## config.mk

```make
export PLATFORM = sky130hd
export DESIGN_NAME = demod_channel_responder
export DESIGN_NICKNAME = d
export VERILOG_FILES = /design/src/rtl/demod_channel_responder_pkg.sv /design/src/rtl/demod_ref_gen.sv /design/src/rtl/demod_channel_responder.sv
export SDC_FILE = /design/constraint.sdc
export NUM_CORES = 1
export LEC_CHECK = 0
export ABC_AREA = 0
export CORE_AREA = 2 2 168 170
export DETAILED_ROUTE_END_ITERATION = 10
export DIE_AREA = 0 0 170 172
export DONT_BUFFER_PORTS = 1
export PLACE_DENSITY = 0.49
export SLEW_MARGIN = 20
export SYNTH_ARGS = -nofsm -noshare
export SYNTH_HDL_FRONTEND = slang
export SYNTH_HIERARCHICAL = 1
export SYNTH_SLANG_ARGS = --single-unit
export TNS_END_PERCENT = 10
```

## constraint.sdc

```tcl
create_clock -name Clk -period 3.7 [get_ports Clk]
set_clock_uncertainty 0.1 [all_clocks]
set_input_delay 0 -clock Clk [delete_from_list [all_inputs] [get_ports Clk]]
set_output_delay 0 -clock Clk [all_outputs]
set_load 0.03 [all_outputs]
```

## src/rtl/demod_channel_responder_pkg.sv

```systemverilog
// Shared types and helpers for the single-channel phase-sensitive demodulator.
// Contents: FSM state encoding, packed-result field positions, sat16 clamp.
package demod_channel_responder_pkg;

    typedef enum logic [1:0] {
        StIdle   = 2'd0,
        StAcq    = 2'd1,
        StFinish = 2'd2,
        StHold   = 2'd3
    } demodState_t;

    // Field positions inside the packed 32-bit I/Q result.
    localparam int unsigned I_MSB = 31;
    localparam int unsigned I_LSB = 16;
    localparam int unsigned Q_MSB = 15;
    localparam int unsigned Q_LSB = 0;

    // Input width of sat16; wide enough for any accumulator after shifting.
    localparam int unsigned SatInW = 64;

    // Clamp a signed value to the signed 16-bit range 0x8000..0x7FFF.
    function automatic logic [15:0] sat16(input logic signed [SatInW-1:0] x);
        logic [15:0] r;
        if (x > 64'sd32767) begin
            r = 16'h7FFF;
        end else if (x < -64'sd32768) begin
            r = 16'h8000;
        end else begin
            r = x[15:0];
        end
        return r;
    endfunction

endpackage

```

## src/rtl/demod_ref_gen.sv

```systemverilog
// Square-wave reference generator for the demodulator.
// Ports: Clk, Rst (async active-low), Clear (phase back to 0),
//        Advance (step phase modulo 2*HalfPeriod), NegI/NegQ (1 = reference sign is -1).
// Signs are registered from the next phase so they always match the current phase.
module demod_ref_gen
    import demod_channel_responder_pkg::*;
#(
    parameter int unsigned HalfPeriod = 8
) (
    input  logic Clk,
    input  logic Rst,
    input  logic Clear,
    input  logic Advance,
    output logic NegI,
    output logic NegQ
);

    localparam int unsigned PhaseW = $clog2(2 * HalfPeriod);
    localparam logic [PhaseW-1:0] PhaseLast = PhaseW'(2 * HalfPeriod - 1);
    localparam logic [PhaseW-1:0] IEdge     = PhaseW'(HalfPeriod);
    localparam logic [PhaseW-1:0] QLo       = PhaseW'(HalfPeriod / 2);
    localparam logic [PhaseW-1:0] QHi       = PhaseW'(3 * HalfPeriod / 2);

    logic [PhaseW-1:0] phase;
    logic [PhaseW-1:0] phaseNext;

    // Next phase: clear has priority over advance.
    always_comb begin
        phaseNext = phase;
        if (Clear) begin
            phaseNext = '0;
        end else if (Advance) begin
            phaseNext = (phase == PhaseLast) ? '0 : phase + PhaseW'(1);
        end
    end

    // Phase and sign registers; at phase 0 I is +1 and Q is -1.
    always_ff @(posedge Clk or negedge Rst) begin
        if (!Rst) begin
            phase <= '0;
            NegI  <= 1'b0;
            NegQ  <= 1'b1;
        end else begin
            phase <= phaseNext;
            NegI  <= (phaseNext >= IEdge);
            NegQ  <= !((phaseNext >= QLo) && (phaseNext < QHi));
        end
    end

endmodule

```

## src/rtl/demod_channel_responder.sv

```systemverilog
// Single-channel phase-sensitive demodulator, responder side of DemodEn/DemodReady.
// Ports: Clk, Rst (async active-low), DemodEn (request level), AdcData/AdcValid (signed
//        samples), DemodReady (result valid, held until DemodEn drops),
//        DemodResult ({sat I, sat Q}), Busy (acquiring or finishing).
module demod_channel_responder
    import demod_channel_responder_pkg::*;
#(
    parameter int unsigned AdcWidth   = 14,
    parameter int unsigned NumSamples = 1024,
    parameter int unsigned HalfPeriod = 8,
    parameter int unsigned ShiftR     = 8
) (
    input  logic                       Clk,
    input  logic                       Rst,
    input  logic                       DemodEn,
    input  logic signed [AdcWidth-1:0] AdcData,
    input  logic                       AdcValid,
    output logic                       DemodReady,
    output logic [31:0]                DemodResult,
    output logic                       Busy
);

    localparam int unsigned AccW   = AdcWidth + 16;
    localparam int unsigned CountW = 16;
    localparam logic [CountW-1:0] CountLast = CountW'(NumSamples - 1);

    demodState_t state, stateNext;

    logic signed [AccW-1:0] accI, accQ, accINext, accQNext;
    logic signed [AccW-1:0] sampleExt;
    logic [CountW-1:0]      count, countNext;
    logic                   readyNext, busyNext;
    logic [31:0]            resultNext;
    logic                   refClear, refAdvance, negI, negQ;

    // Sign-extend first so negating the most-negative sample cannot wrap.
    assign sampleExt = AccW'(AdcData);

    demod_ref_gen #(
        .HalfPeriod(HalfPeriod)
    ) uRefGen (
        .Clk    (Clk),
        .Rst    (Rst),
        .Clear  (refClear),
        .Advance(refAdvance),
        .NegI   (negI),
        .NegQ   (negQ)
    );

    // State register.
    always_ff @(posedge Clk or negedge Rst) begin
        if (!Rst) begin
            state <= StIdle;
        end else begin
            state <= stateNext;
        end
    end

    // Next-state, datapath and output decode.
    always_comb begin
        stateNext  = state;
        accINext   = accI;
        accQNext   = accQ;
        countNext  = count;
        readyNext  = DemodReady;
        resultNext = DemodResult;
        refClear   = 1'b0;
        refAdvance = 1'b0;
        case (state)
            StIdle: begin
                if (DemodEn) begin
                    stateNext = StAcq;
                    accINext  = '0;
                    accQNext  = '0;
                    countNext = '0;
                    refClear  = 1'b1;
                end
            end
            StAcq: begin
                if (!DemodEn) begin
                    stateNext = StIdle;
                end else if (AdcValid) begin
                    accINext   = negI ? accI - sampleExt : accI + sampleExt;
                    accQNext   = negQ ? accQ - sampleExt : accQ + sampleExt;
                    countNext  = count + CountW'(1);
                    refAdvance = 1'b1;
                    if (count == CountLast) begin
                        stateNext = StFinish;
                    end
                end
            end
            StFinish: begin
                if (!DemodEn) begin
                    stateNext = StIdle;
                end else begin
                    stateNext                = StHold;
                    readyNext                = 1'b1;
                    resultNext[I_MSB:I_LSB]  = sat16(SatInW'(accI >>> ShiftR));
                    resultNext[Q_MSB:Q_LSB]  = sat16(SatInW'(accQ >>> ShiftR));
                end
            end
            StHold: begin
                if (!DemodEn) begin
                    stateNext = StIdle;
                    readyNext = 1'b0;
                end
            end
            default: begin
                stateNext = StIdle;
                readyNext = 1'b0;
            end
        endcase
        busyNext = (stateNext == StAcq) || (stateNext == StFinish);
    end

    // Datapath and registered outputs.
    always_ff @(posedge Clk or negedge Rst) begin
        if (!Rst) begin
            accI        <= '0;
            accQ        <= '0;
            count       <= '0;
            DemodReady  <= 1'b0;
            DemodResult <= '0;
            Busy        <= 1'b0;
        end else begin
            accI        <= accINext;
            accQ        <= accQNext;
            count       <= countNext;
            DemodReady  <= readyNext;
            DemodResult <= resultNext;
            Busy        <= busyNext;
        end
    end

endmodule

```

==> summary.md, run 1 <==
| Metric | Value |
|---|---|
| Status | finished clean |
| Worst Hold Class | in -> reg |
| CTS Buf Count | 17 |
| Critical path depth in cells | 13 |
| H-tree depth | 4 |
| Final setup viols | 0 |
| Placed cell count | 1353 |
| Num ports | 52 |
| P_int | 3107 uW |
| Combinational share of power | 34.7% |
| Max_cap viols | 0 |
| Max IR drop VDD | 0.0002285 V |
| Worst path max stage delay | 0.58 ns |
| Routed vias/inst | 5.157 |
| Starting Density | 30.58% |
| Sequential share of the synthesized area | 35.16% |
| Routed WL | 22.59 mm |
| Post-synth net total | 1096 |
| # rows | 61 |
| Worst-Margin Slew | 0.8125 ns |
| Antenna-violating nets left | 0 |
| Vias in the first global route | 7126 |
| Core area | 27480 um^2 |
| Gpl congestion | 0.8670 |
| Clk pin slew, worst setup/hold paths | 0.06 ns |
| Worst setup SP type | register |
| Max-slew violations | 0 |
| Global Route Usage Sum | 16.16% |
| Post-CTS Setup Inserts | 0 |
| Flop pwr share | 32.6% |
| Sw frac | 36.98% |
| Seq cells post-synth | 118 |
| Lkg Pwr | 0.004447 uW |
| Clock share of power | 32.7% |
| Place WS | 0.02677 ns |
| Ranking of synthesized cells by area | dfrtp_1 (35%), ha_1 (9.4%), o21ai_0 (6.5%), nand2_1 (6.3%), xnor2_1 (5.8%) |
| Rel. slew slack | 45.68% |
| Global route overflow | 0 |
| PD cells | 509.7 nW/um^2 |
| Hold path cells | 4 |
| Distinct cells, synth | 69 |
| Diodes inserted | 0 |
| Post-synth EDFFs | 0 |
| CP max FO | 11 |
| Max Freq | 0.2864 GHz |
| Initial DRT Pass Iterations | 5 |
| Slowest library cell on the worst path | dfstp_2 |
| Post-DR wirelength/cell | 16.23 um |
| Nets | 1116 |
| Top Family by Delay on Critical Path | compound AO/OA/AOI/OAI gates |
| DRC viols | 0 |
| Area share of the largest cell type after synthesis | 34.85% |
| Ys async rst share | 100.0% |
| Main synth FF type | dfrtp_1 |
| Post-route cell area | 9673 um^2 |
| Final worst slack | 0.2086 ns |
| Final min period | 3.491 ns |
| Vias | 7179 |
| Worst setup EP type | register |
| Root buf cell | clkbuf_16 |
| TritonCTS clock tree | done |
| RSZ-0062 raised after global routing | false |
| Ys Warns | 6 |
| Die Y | 172 um |
| DRT iter0 DRCs | 378 |
| Die area | 29240 um^2 |
| Latest clock arrival within the worst-skew pair | 0.43 ns |
| WP buf/inv | 1 |
| Clock tree sinks | 118 |
| Final Cycle Share | 94.36% |
| Syn Std Cell Area | 8402 um^2 |
| HPWL Detailed | 16.29 mm |
| Synth area leader | dfrtp_1 |
| Final Hold Vio Count | 0 |
| TNS Setup | 0 ns |
| Reg2Reg Depth | 13 |
| CP Class | reg -> reg |
| First-pass GRT wire length | 37.83 mm |
| Port bufs | 0 |
| CP Cell Sequence | buf_4 -> nor2_1 -> xnor2_1 -> ha_1 -> and3_4 -> a211oi_2 -> a21boi_2 -> o31ai_4 -> o31ai_2 -> a211o_1 -> a21oi_2 -> mux2i_1 -> o211ai_1 |
| Tot Pwr | 4930 uW |
| Placed inst area | 9014 um^2 |
| Share of layout cells above drive strength 1 | 9.082% |
| Fill count | 2898 |
| Die X | 170 um |
| Number of antenna violations at the first check in global routing | 0 |
| CTS Buffer Depth | 2 |
| Fin cells | 1392 |
| CP required | 3.89 ns |
| Cells after Synth | 1013 |
| Area Growth Syn to Fin | 15.13% |
| Largest net degree at the start of global routing | 119 |
| Syn Area/Cell | 8.294 um^2 |
| Switching pwr | 1823 uW |
| Critical Path AT | 3.68 ns |
-- kinds of logic (layout without fill, tap and decap cells) --
logic type,count (synthesis),after routing,synth area share [%]
simple gates,337,337,17.72
flops,118,118,35.16
buf+inv,72,105,3.231
mux,8,8,0.9829
fa+ha+maj,65,65,9.859
compound gates,323,323,23.66
xor+xnor,90,90,9.382
-- Yosys cell counts (3+ instances only) --
library cell	instances
nand2_1	140
and3_1	9
o21ai_1	9
clkbuf_1	44
ha_1	63
and2_1	5
a32o_1	3
nand4_1	16
a21oi_1	94
a21o_1	30
inv_1	26
o21a_1	6
xnor2_1	56
mux2i_1	6
o21ai_0	109
and4_1	3
xor2_1	34
o21bai_1	12
o211ai_1	4
a211oi_1	9
nor2b_1	7
nor4_1	6
a21boi_0	3
dfrtp_1	117
nor3_1	9
nand3_1	19
a211o_1	3
a22o_1	6
o31ai_1	6
nor2_1	107
a221oi_1	3
-- flip-flops by register name, indices dropped and copies added, names as in the netlist --
signal / count
uRefGen/NegI: 1
DemodReady: 1
uRefGen/phase: 4
Busy: 1
DemodResult: 32
uRefGen/NegQ: 1
accI: 30
count: 16
state: 2
accQ: 30
-- layer usage --
| layer | wire (um) | global-route usage (%) | vias up |
|---|---|---|---|
| met1 | 11760 | 23.44 | 3404 |
| met3 | 835 | 2.861 | 15 |
| met2 | 9775 | 24.86 | 126 |
| li1 | - | - | 3634 |
| met5 | 0 | 0 | - |
| met4 | 224 | 3.939 | 0 |
-- worst paths after layout --
kind,endpoint,slack [ns],start
worst max-delay path,accQ[29]$_DFFE_PN0P_,0.21,uRefGen/NegQ$_DFF_PN1_
worst min-delay path,accQ[5]$_DFFE_PN0P_,0.02,AdcData[5]
worst max register to register,accQ[29]$_DFFE_PN0P_,0.21,uRefGen/NegQ$_DFF_PN1_
worst min register to register,accI[0]$_DFFE_PN0P_,0.38,accI[0]$_DFFE_PN0P_
max in group asynchronous,accI[28]$_DFFE_PN0P_,2.89,Rst
min in group asynchronous,DemodResult[27]$_DFFE_PN0P_,0.07,Rst
-- timing repair --
action / 4_1_cts / 5_1_grt
setup endpoints to repair: 0 / 3
hold buffers: 7 / 0
gates resized for setup: 0 / 2
hold endpoints to repair: 153 / 0
-- final cells by class --
| cell class | instances | area [um^2] | share of cell area [%] |
|---|---|---|---|
| inverters | 26 | 97.59 | 1.009 |
| well taps | 346 | 432.9 | 4.475 |
| repair buffers | 47 | 412.9 | 4.269 |
| flip-flops and latches | 118 | 2954 | 30.54 |
| clock buffers | 19 | 442.9 | 4.579 |
| clock inverters | 13 | 123.9 | 1.281 |
| multi-input cells | 823 | 5209 | 53.85 |
-- per-stage QoR --
stage | hold slack (ns) | util, %
2_1_floorplan | -0.3956 | -
3_3_place_gp | -0.3887 | 32.81
3_5_place_dp | -0.3890 | 32.81
4_1_cts | 0.01620 | 35.19
5_1_grt | 0.03022 | 35.20
6_report | 0.02116 | 35.20
-- layout by cell type (no fill, tap or decap), types with 5 or more instances in the layout --
cell type	instances
nand2_1	140
dfrtp_1	117
o21ai_0	109
nor2_1	105
a21oi_1	94
ha_1	63
xnor2_1	56
buf_4	38
xor2_1	34
a21o_1	30
inv_1	26
nand3_1	18
clkbuf_16	17
nand4_1	16
o21bai_1	12
and3_1	9
nor3_1	9
a211oi_1	9
o21ai_1	8
nor2b_1	7
nor4_1	6
o21a_1	6
mux2i_1	6
a22o_1	6
o31ai_1	6
dlygate4sd3_1	6
and2_1	5
-- worst min-delay path: cells and delay by family --
kind / cells / cell delay, ns
adder cells (fa/ha/maj): 1 / 0.19
XOR/XNOR: 2 / 0.23
AO/OA/AOI/OAI: 1 / 0.07
-- power groups by stage --
| stage | Sequential, uW | Combinational (uW) | Clock, uW |
|---|---|---|---|
| after CTS | 1610 | 1710 | 1660 |
| after floorplan | 1580 | 1270 | 0 |
| after detailed placement | 1630 | 1660 | 0 |
| after global routing | 1630 | 1940 | 1720 |
| final | 1610 | 1710 | 1610 |
| after global placement | 1630 | 1660 | 0 |
No activity file was read; power rests on OpenSTA's default activity.
==> run 2: changes to the inputs <==
==> constraint.sdc (replaced) <==
create_clock -name Clk -period 3.7 [get_ports Clk]
set_clock_uncertainty 0.1 [all_clocks]
set_input_delay 0.74 -clock Clk [delete_from_list [all_inputs] [get_ports Clk]]
set_output_delay 0.74 -clock Clk [all_outputs]
set_load 0.03 [all_outputs]
==> run 2 against run 1 <==
Critical path depth is 4 higher. Non-clock buffer count is 115 higher. Cell area is 10% higher. Register-to-register slack better by 0.06 ns. Routed wire length is 8.4% higher. Global-route usage is 1.2 points higher. Final cell count is 8.3% higher. Largest power group unchanged.
==> summary.md, run 2 (same netlist as run 1, synthesis figures left out) <==
| Metric | Value |
|---|---|
| Initial DRT Pass Iterations | 5 |
| Latest clock arrival within the worst-skew pair | 0.43 ns |
| Worst setup SP type | input pin |
| Gpl congestion | 0.9197 |
| Max-slew violations | 0 |
| Area Growth Syn to Fin | 27.00% |
| # rows | 61 |
| Slowest library cell on the worst path | a221o_1 |
| Vias | 7738 |
| Final Cycle Share | 98.14% |
| Antenna-violating nets left | 0 |
| DRC viols | 0 |
| Clk pin slew, worst setup/hold paths | 0.06 ns |
| Most frequent CP cell | nor3b_4 |
| HPWL Detailed | 17.92 mm |
| Vias in the first global route | 7565 |
| Worst R2R Start | uRefGen/NegQ$_DFF_PN1_ |
| Worst-Margin Slew | 0.6992 ns |
| Routed WL | 24.50 mm |
| Die area | 29240 um^2 |
| Diodes inserted | 0 |
| Clock tree sinks | 118 |
| CTS Buf Count | 17 |
| First-pass GRT wire length | 40.09 mm |
| Core area | 27480 um^2 |
| Global route overflow | 0 |
| Routed vias/inst | 5.135 |
| Reg2Reg Depth | 12 |
| Met1 global-route usage | 24.84% |
| PD cells | 502.3 nW/um^2 |
| TNS Setup | 0 ns |
| Rel. slew slack | 53.21% |
| Max_cap viols | 0 |
| Fill count | 2764 |
| CP max FO | 9 |
| Die Y | 172 um |
| Reg2reg end | accQ[29]$_DFFE_PN0P_ |
| Final Hold Vio Count | 0 |
| Port bufs | 0 |
| Max FFs per register | 32 |
| Max IR drop VDD | 0.0002253 V |
| Final worst slack | 0.06871 ns |
| CP Cell Sequence | nor3_4 -> nor3b_4 -> nor3b_4 -> and2_4 -> nand2_4 -> buf_4 -> a21oi_1 -> ha_1 -> nand2_1 -> o21a_1 -> o21ai_1 -> a31o_2 -> a221oi_2 -> a21bo_2 -> a221o_1 -> nor4_2 -> nand3b_1 |
| R2r setup slk | 0.27 ns |
| Num ports | 52 |
| RSZ-0062 raised after global routing | true |
| Post-route cell area | 10670 um^2 |
| Root buf cell | clkbuf_16 |
| CTS Buffer Depth | 2 |
| Final setup viols | 0 |
| Commonest cells after routing, fill and taps aside | buf_4 (161), nand2_1 (138), dfrtp_1 (117) |
| Critical Path AT | 3.89 ns |
| Worst Hold Class | in -> async |
| Busiest metal layer after global routing | met2 |
| Largest register by flop count | DemodResult |
| GR Util met3 | 3.319% |
| Place WS | -0.4806 ns |
| Final min period | 3.631 ns |
| CP Class | in -> reg |
| Placed inst area | 9945 um^2 |
| Lkg Pwr | 0.005040 uW |
| Worst path max stage delay | 0.38 ns |
| TritonCTS clock tree | done |
| Largest net degree at the start of global routing | 118 |
| Nets | 1231 |
| Die X | 170 um |
| Launch point of the critical path | AdcData[0] |
| Status | finished clean |
| Starting Density | 30.58% |
| Met2 GRT Util | 27.17% |
| DRT iter0 DRCs | 521 |
| Most common cell after layout, fill and taps aside | buf_4 |
| CP required | 3.96 ns |
| Max Freq | 0.2754 GHz |
| Share of layout cells above drive strength 1 | 21.36% |
| Final core occ | 38.83% |
| Number of antenna violations at the first check in global routing | 0 |
| Post-DR wirelength/cell | 16.26 um |
| Worst setup EP type | register |
| Global Route Usage Sum | 17.35% |
| Largest regs | DemodResult x32, accI x30, accQ x30 |
| H-tree depth | 4 |
-- run 2: cell count changes in the layout (fill, tap and decap cells not counted), sizes merged --
cell         before  now
clkinvlp          3    2
buf              41  162
inv              29   37
clkbuf           19   18
dlygate4sd3       6    0
bufinv            1    0
clkinv            6    1
-- run 2: worst max-delay path by stage --
stage,to,cells after the start
4_1_cts,accI[29]$_DFFE_PN0P_,17
3_3_place_gp,accQ[28]$_DFFE_PN0P_,18
6_report,accI[29]$_DFFE_PN0P_,17
5_1_grt,accI[29]$_DFFE_PN0P_,17
3_5_place_dp,accQ[29]$_DFFE_PN0P_,17
2_1_floorplan,accI[29]$_DFFE_PN0P_,19
-- run 2: repair_timing --
action / in CTS / in global routing
hold endpoints to repair: 117 / 0
pin swaps: 1 / 17
endpoints found under the setup margin: 3 / 22
setup buffers: 0 / 2
gates resized for setup: 3 / 24
hold buffers: 1 / 0
-- run 2: routing by layer --
metal / vias up / wire (um)
met5: - / 0
met3: 13 / 1157
met4: 0 / 175
met1: 3701 / 12420
li1: 3872 / -
met2: 152 / 10750
-- run 2: stage by stage --
| stage | instances | power, uW | hold WS [ns] |
|---|---|---|---|
| 2_1_floorplan | 1013 | 2862 | 0.3444 |
| 3_3_place_gp | 1472 | 3652 | 0.3505 |
| 3_5_place_dp | 1472 | 3651 | 0.3504 |
| 4_1_cts | 1505 | 5362 | 0.04228 |
| 5_1_grt | 1507 | 5750 | 0.04259 |
| 6_report | 1507 | 5359 | 0.06248 |
-- run 2: where the power goes --
| group | internal (uW) | leakage [uW] | switching (uW) |
|---|---|---|---|
| Clock | 906 | 0.000275 | 723 |
| Sequential | 1430 | 0.00159 | 176 |
| Combinational | 1010 | 0.00317 | 1110 |
| Total | 3350 | 0.00504 | 2010 |
-- run 2: worst max-delay path: cells and delay by family --
family | cells | cell delay (ns)
adder cells (fa/ha/maj) | 1 | 0.26
AO/OA/AOI/OAI | 7 | 1.43
buffers and inverters | 1 | 0.17
AND/OR/NAND/NOR | 8 | 1.28
-- run 2: final cells by class --
cell class                      instances  area [um^2]  share of cell area (%)
Clock buffer                           18        439.2                   4.116
Clock inverter                         14        127.6                   1.196
Inverter                               26        97.59                  0.9146
Multi-Input combinational cell        823         5383                   50.45
Sequential cell                       118         2954                   27.69
Tap cell                              346        432.9                   4.057
Timing Repair Buffer                  162         1236                   11.59
==> run 3: changes to the inputs <==
--- a/config.mk
+++ b/config.mk
@@ -10,7 +10,6 @@
 export DETAILED_ROUTE_END_ITERATION = 10
 export DIE_AREA = 0 0 170 172
 export DONT_BUFFER_PORTS = 1
-export PLACE_DENSITY = 0.49
 export SLEW_MARGIN = 20
 export SYNTH_ARGS = -nofsm -noshare
 export SYNTH_HDL_FRONTEND = slang
==> run 3 against run 2 <==
Global-route usage fell by 0.31 points. Critical path type unchanged. Cell area is 0.46% higher. Flip-flop and latch count unchanged. First-iteration DRC count grew 17%. Count of clock-buffer cells in the layout is the same. Die area is the same. Non-clock buffer count grew 6. Fmax decreased by 1.3%. Sequential power is essentially flat. Utilization rose by 0.18 points.
==> summary.md, run 3 (same netlist as run 1, synthesis figures left out) <==
| Metric | Value |
|---|---|
| Critical path depth in cells | 20 |
| Clk pin slew, worst setup/hold paths | 0.06 ns |
| # rows | 61 |
| Final setup viols | 0 |
| CTS Buffer Depth | 2 |
| P_int | 3478 uW |
| HPWL Detailed | 17.17 mm |
| Clock tree sinks | 118 |
| Max_cap viols | 0 |
| Largest net degree at the start of global routing | 118 |
| Most common cell after layout, fill and taps aside | buf_4 |
| Vias | 7708 |
| CP max FO | 4 |
| Num ports | 52 |
| Global route overflow | 0 |
| Die area | 29240 um^2 |
| Latest clock arrival within the worst-skew pair | 0.43 ns |
| DRC viols | 0 |
| Max-slew violations | 0 |
| Worst-Margin Slew | 0.7258 ns |
| Reg2Reg Depth | 13 |
| Worst R2R Start | uRefGen/NegI$_DFF_PN0_ |
| Fill count | 2828 |
| Final min period | 3.678 ns |
| Final Hold Vio Count | 0 |
| WP buf/inv | 3 |
| Top Family by Delay on Critical Path | simple AND/OR/NAND/NOR gates |
| Switching pwr | 1952 uW |
| Largest register by flop count | DemodResult |
| Routed WL | 23.87 mm |
| Fin cells | 1513 |
| Critical Path AT | 3.87 ns |
| Worst path max stage delay | 0.30 ns |
| Final core occ | 39.01% |
| Die Y | 172 um |
| Vias in the first global route | 7854 |
| Max FFs per register | 32 |
| Status | finished clean |
| Post-route cell area | 10720 um^2 |
| Reg2reg end | accI[29]$_DFFE_PN0P_ |
| Starting Density | 30.58% |
| Flop pwr share | 29.7% |
| Max IR drop VDD | 0.0002295 V |
| First-pass GRT wire length | 39.88 mm |
| TNS Setup | 0 ns |
| Sw frac | 35.94% |
| Placed inst area | 9962 um^2 |
| Worst setup SP type | input pin |
| Max Freq | 0.2719 GHz |
| Global Route Usage Sum | 17.04% |
| Final Cycle Share | 99.40% |
| Share of layout cells above drive strength 1 | 21.68% |
| Nets | 1237 |
| CP required | 3.89 ns |
| TritonCTS clock tree | done |
| Worst setup EP type | register |
| Routed vias/inst | 5.095 |
| CTS Buf Count | 17 |
| Placed cell count | 1475 |
| Most frequent CP cell | a21o_1 |
| Antenna-violating nets left | 0 |
| Diodes inserted | 0 |
| Rel. slew slack | 51.48% |
| Largest regs | DemodResult x32, accI x30, accQ x30 |
| Gpl congestion | 0.9029 |
| Lkg Pwr | 0.005089 uW |
| Clock share of power | 31.0% |
| R2r setup slk | 0.25 ns |
| DRT iter0 DRCs | 607 |
| CP Cell Sequence | nor3_4 -> nor3b_4 -> nor3b_4 -> and2_4 -> nand2_4 -> ha_4 -> inv_2 -> mux2i_1 -> ha_2 -> a21o_1 -> a21o_1 -> a21o_1 -> a211oi_2 -> buf_4 -> o41ai_2 -> nor2_1 -> buf_4 -> o21ai_2 -> xnor2_1 -> o21ai_1 |
| Area Growth Syn to Fin | 27.58% |
| Post-DR wirelength/cell | 15.78 um |
| Die X | 170 um |
| Number of antenna violations at the first check in global routing | 0 |
| PD cells | 506.5 nW/um^2 |
| Port bufs | 0 |
| CP Class | in -> reg |
| Worst Hold Class | in -> async |
| Initial DRT Pass Iterations | 5 |
| Commonest cells after routing, fill and taps aside | buf_4 (166), nand2_1 (138), dfrtp_1 (117) |
| RSZ-0062 raised after global routing | true |
| Root buf cell | clkbuf_16 |
| Core area | 27480 um^2 |
| H-tree depth | 4 |
| Slowest library cell on the worst path | ha_2 |
| Combinational share of power | 39.3% |
## run 3: changes by cell type in the layout (fill, tap and decap cells not counted), moves of 2 or more
cell,before,now
buf_4,161,166
inv_8,3,0
o21ai_1,11,9
clkinv_4,1,5
a21oi_1,84,88
clkinv_2,0,3
o21ai_0,103,105
a21oi_2,12,8
inv_6,8,2
bufinv_16,0,2
## run 3: worst max-delay path by stage
stage | startpoint | end | slack [ns]
floorplan | AdcData[0] | accI[29]$_DFFE_PN0P_ | -0.44
global placement | AdcData[0] | accQ[28]$_DFFE_PN0P_ | -0.45
detailed placement | AdcData[0] | accQ[28]$_DFFE_PN0P_ | -0.48
CTS | AdcData[0] | accI[26]$_DFFE_PN0P_ | -0.007
global route | AdcData[2] | accQ[22]$_DFFE_PN0P_ | -0.19
finish | AdcData[2] | accQ[28]$_DFFE_PN0P_ | 0.02
## run 3: stage by stage
stage	hold WS [ns]	total power [uW]	setup WS, ns
floorplan	0.3444	2862	-0.4378
global placement	0.3524	3631	-0.4528
detailed placement	0.3515	3652	-0.4754
CTS	0.04746	5397	-0.007221
global route	0.04081	5790	-0.1929
finish	0.06248	5430	0.02237
## run 3: power by group through the flow
| stage | Combinational [uW] | Clock [uW] | Sequential, uW |
|---|---|---|---|
| 2_1_floorplan | 1280 | 0 | 1580 |
| 3_3_place_gp | 2000 | 0 | 1630 |
| 3_5_place_dp | 2020 | 0 | 1640 |
| 4_1_cts | 2070 | 1710 | 1610 |
| 5_1_grt | 2380 | 1770 | 1630 |
| 6_report | 2130 | 1690 | 1610 |
## run 3: worst reg2reg max path: stages (launching register included)
cell and delay, ns:
dfrtp_1 0.57, inv_1 0.14, nor2_1 0.39, buf_4 0.28, a21oi_1 0.06, ha_1 0.20, a21oi_1 0.22, o21ai_1 0.10
a31o_2 0.23, a221oi_2 0.20, a21bo_2 0.26, a221o_1 0.39, nor4_2 0.13, nand3b_1 0.13
## run 3: metal layers
metal  vias up  share of wire, %  wire (um)  global-route usage [%]
li1       3872                 -          -                       -
met1      3686                49      11700                   23.47
met2       136                45      10850                   27.65
met3        14               5.0       1203                   3.891
met4         0              0.51        121                   3.084
met5         -                 0          0                       0
## run 3: area by class of cell
cell class                 count  area, um^2  area share (%)
timing repair buffer         168        1285           11.99
sequential                   118        2954           27.56
inverter                      26       97.59          0.9105
tap                          346       432.9           4.039
clock buffer                  18       439.2           4.097
clock inverter                14       151.4           1.412
multi-input combinational    823        5359           49.99
## run 3: what timing repair did
item | CTS | global route
endpoints found under the setup margin | 4 | 23
hold buffers | 1 | 0
resized for setup | 2 | 23
setup buffers | 1 | 4
hold endpoints to repair | 117 | 0
pin swaps | 1 | 32
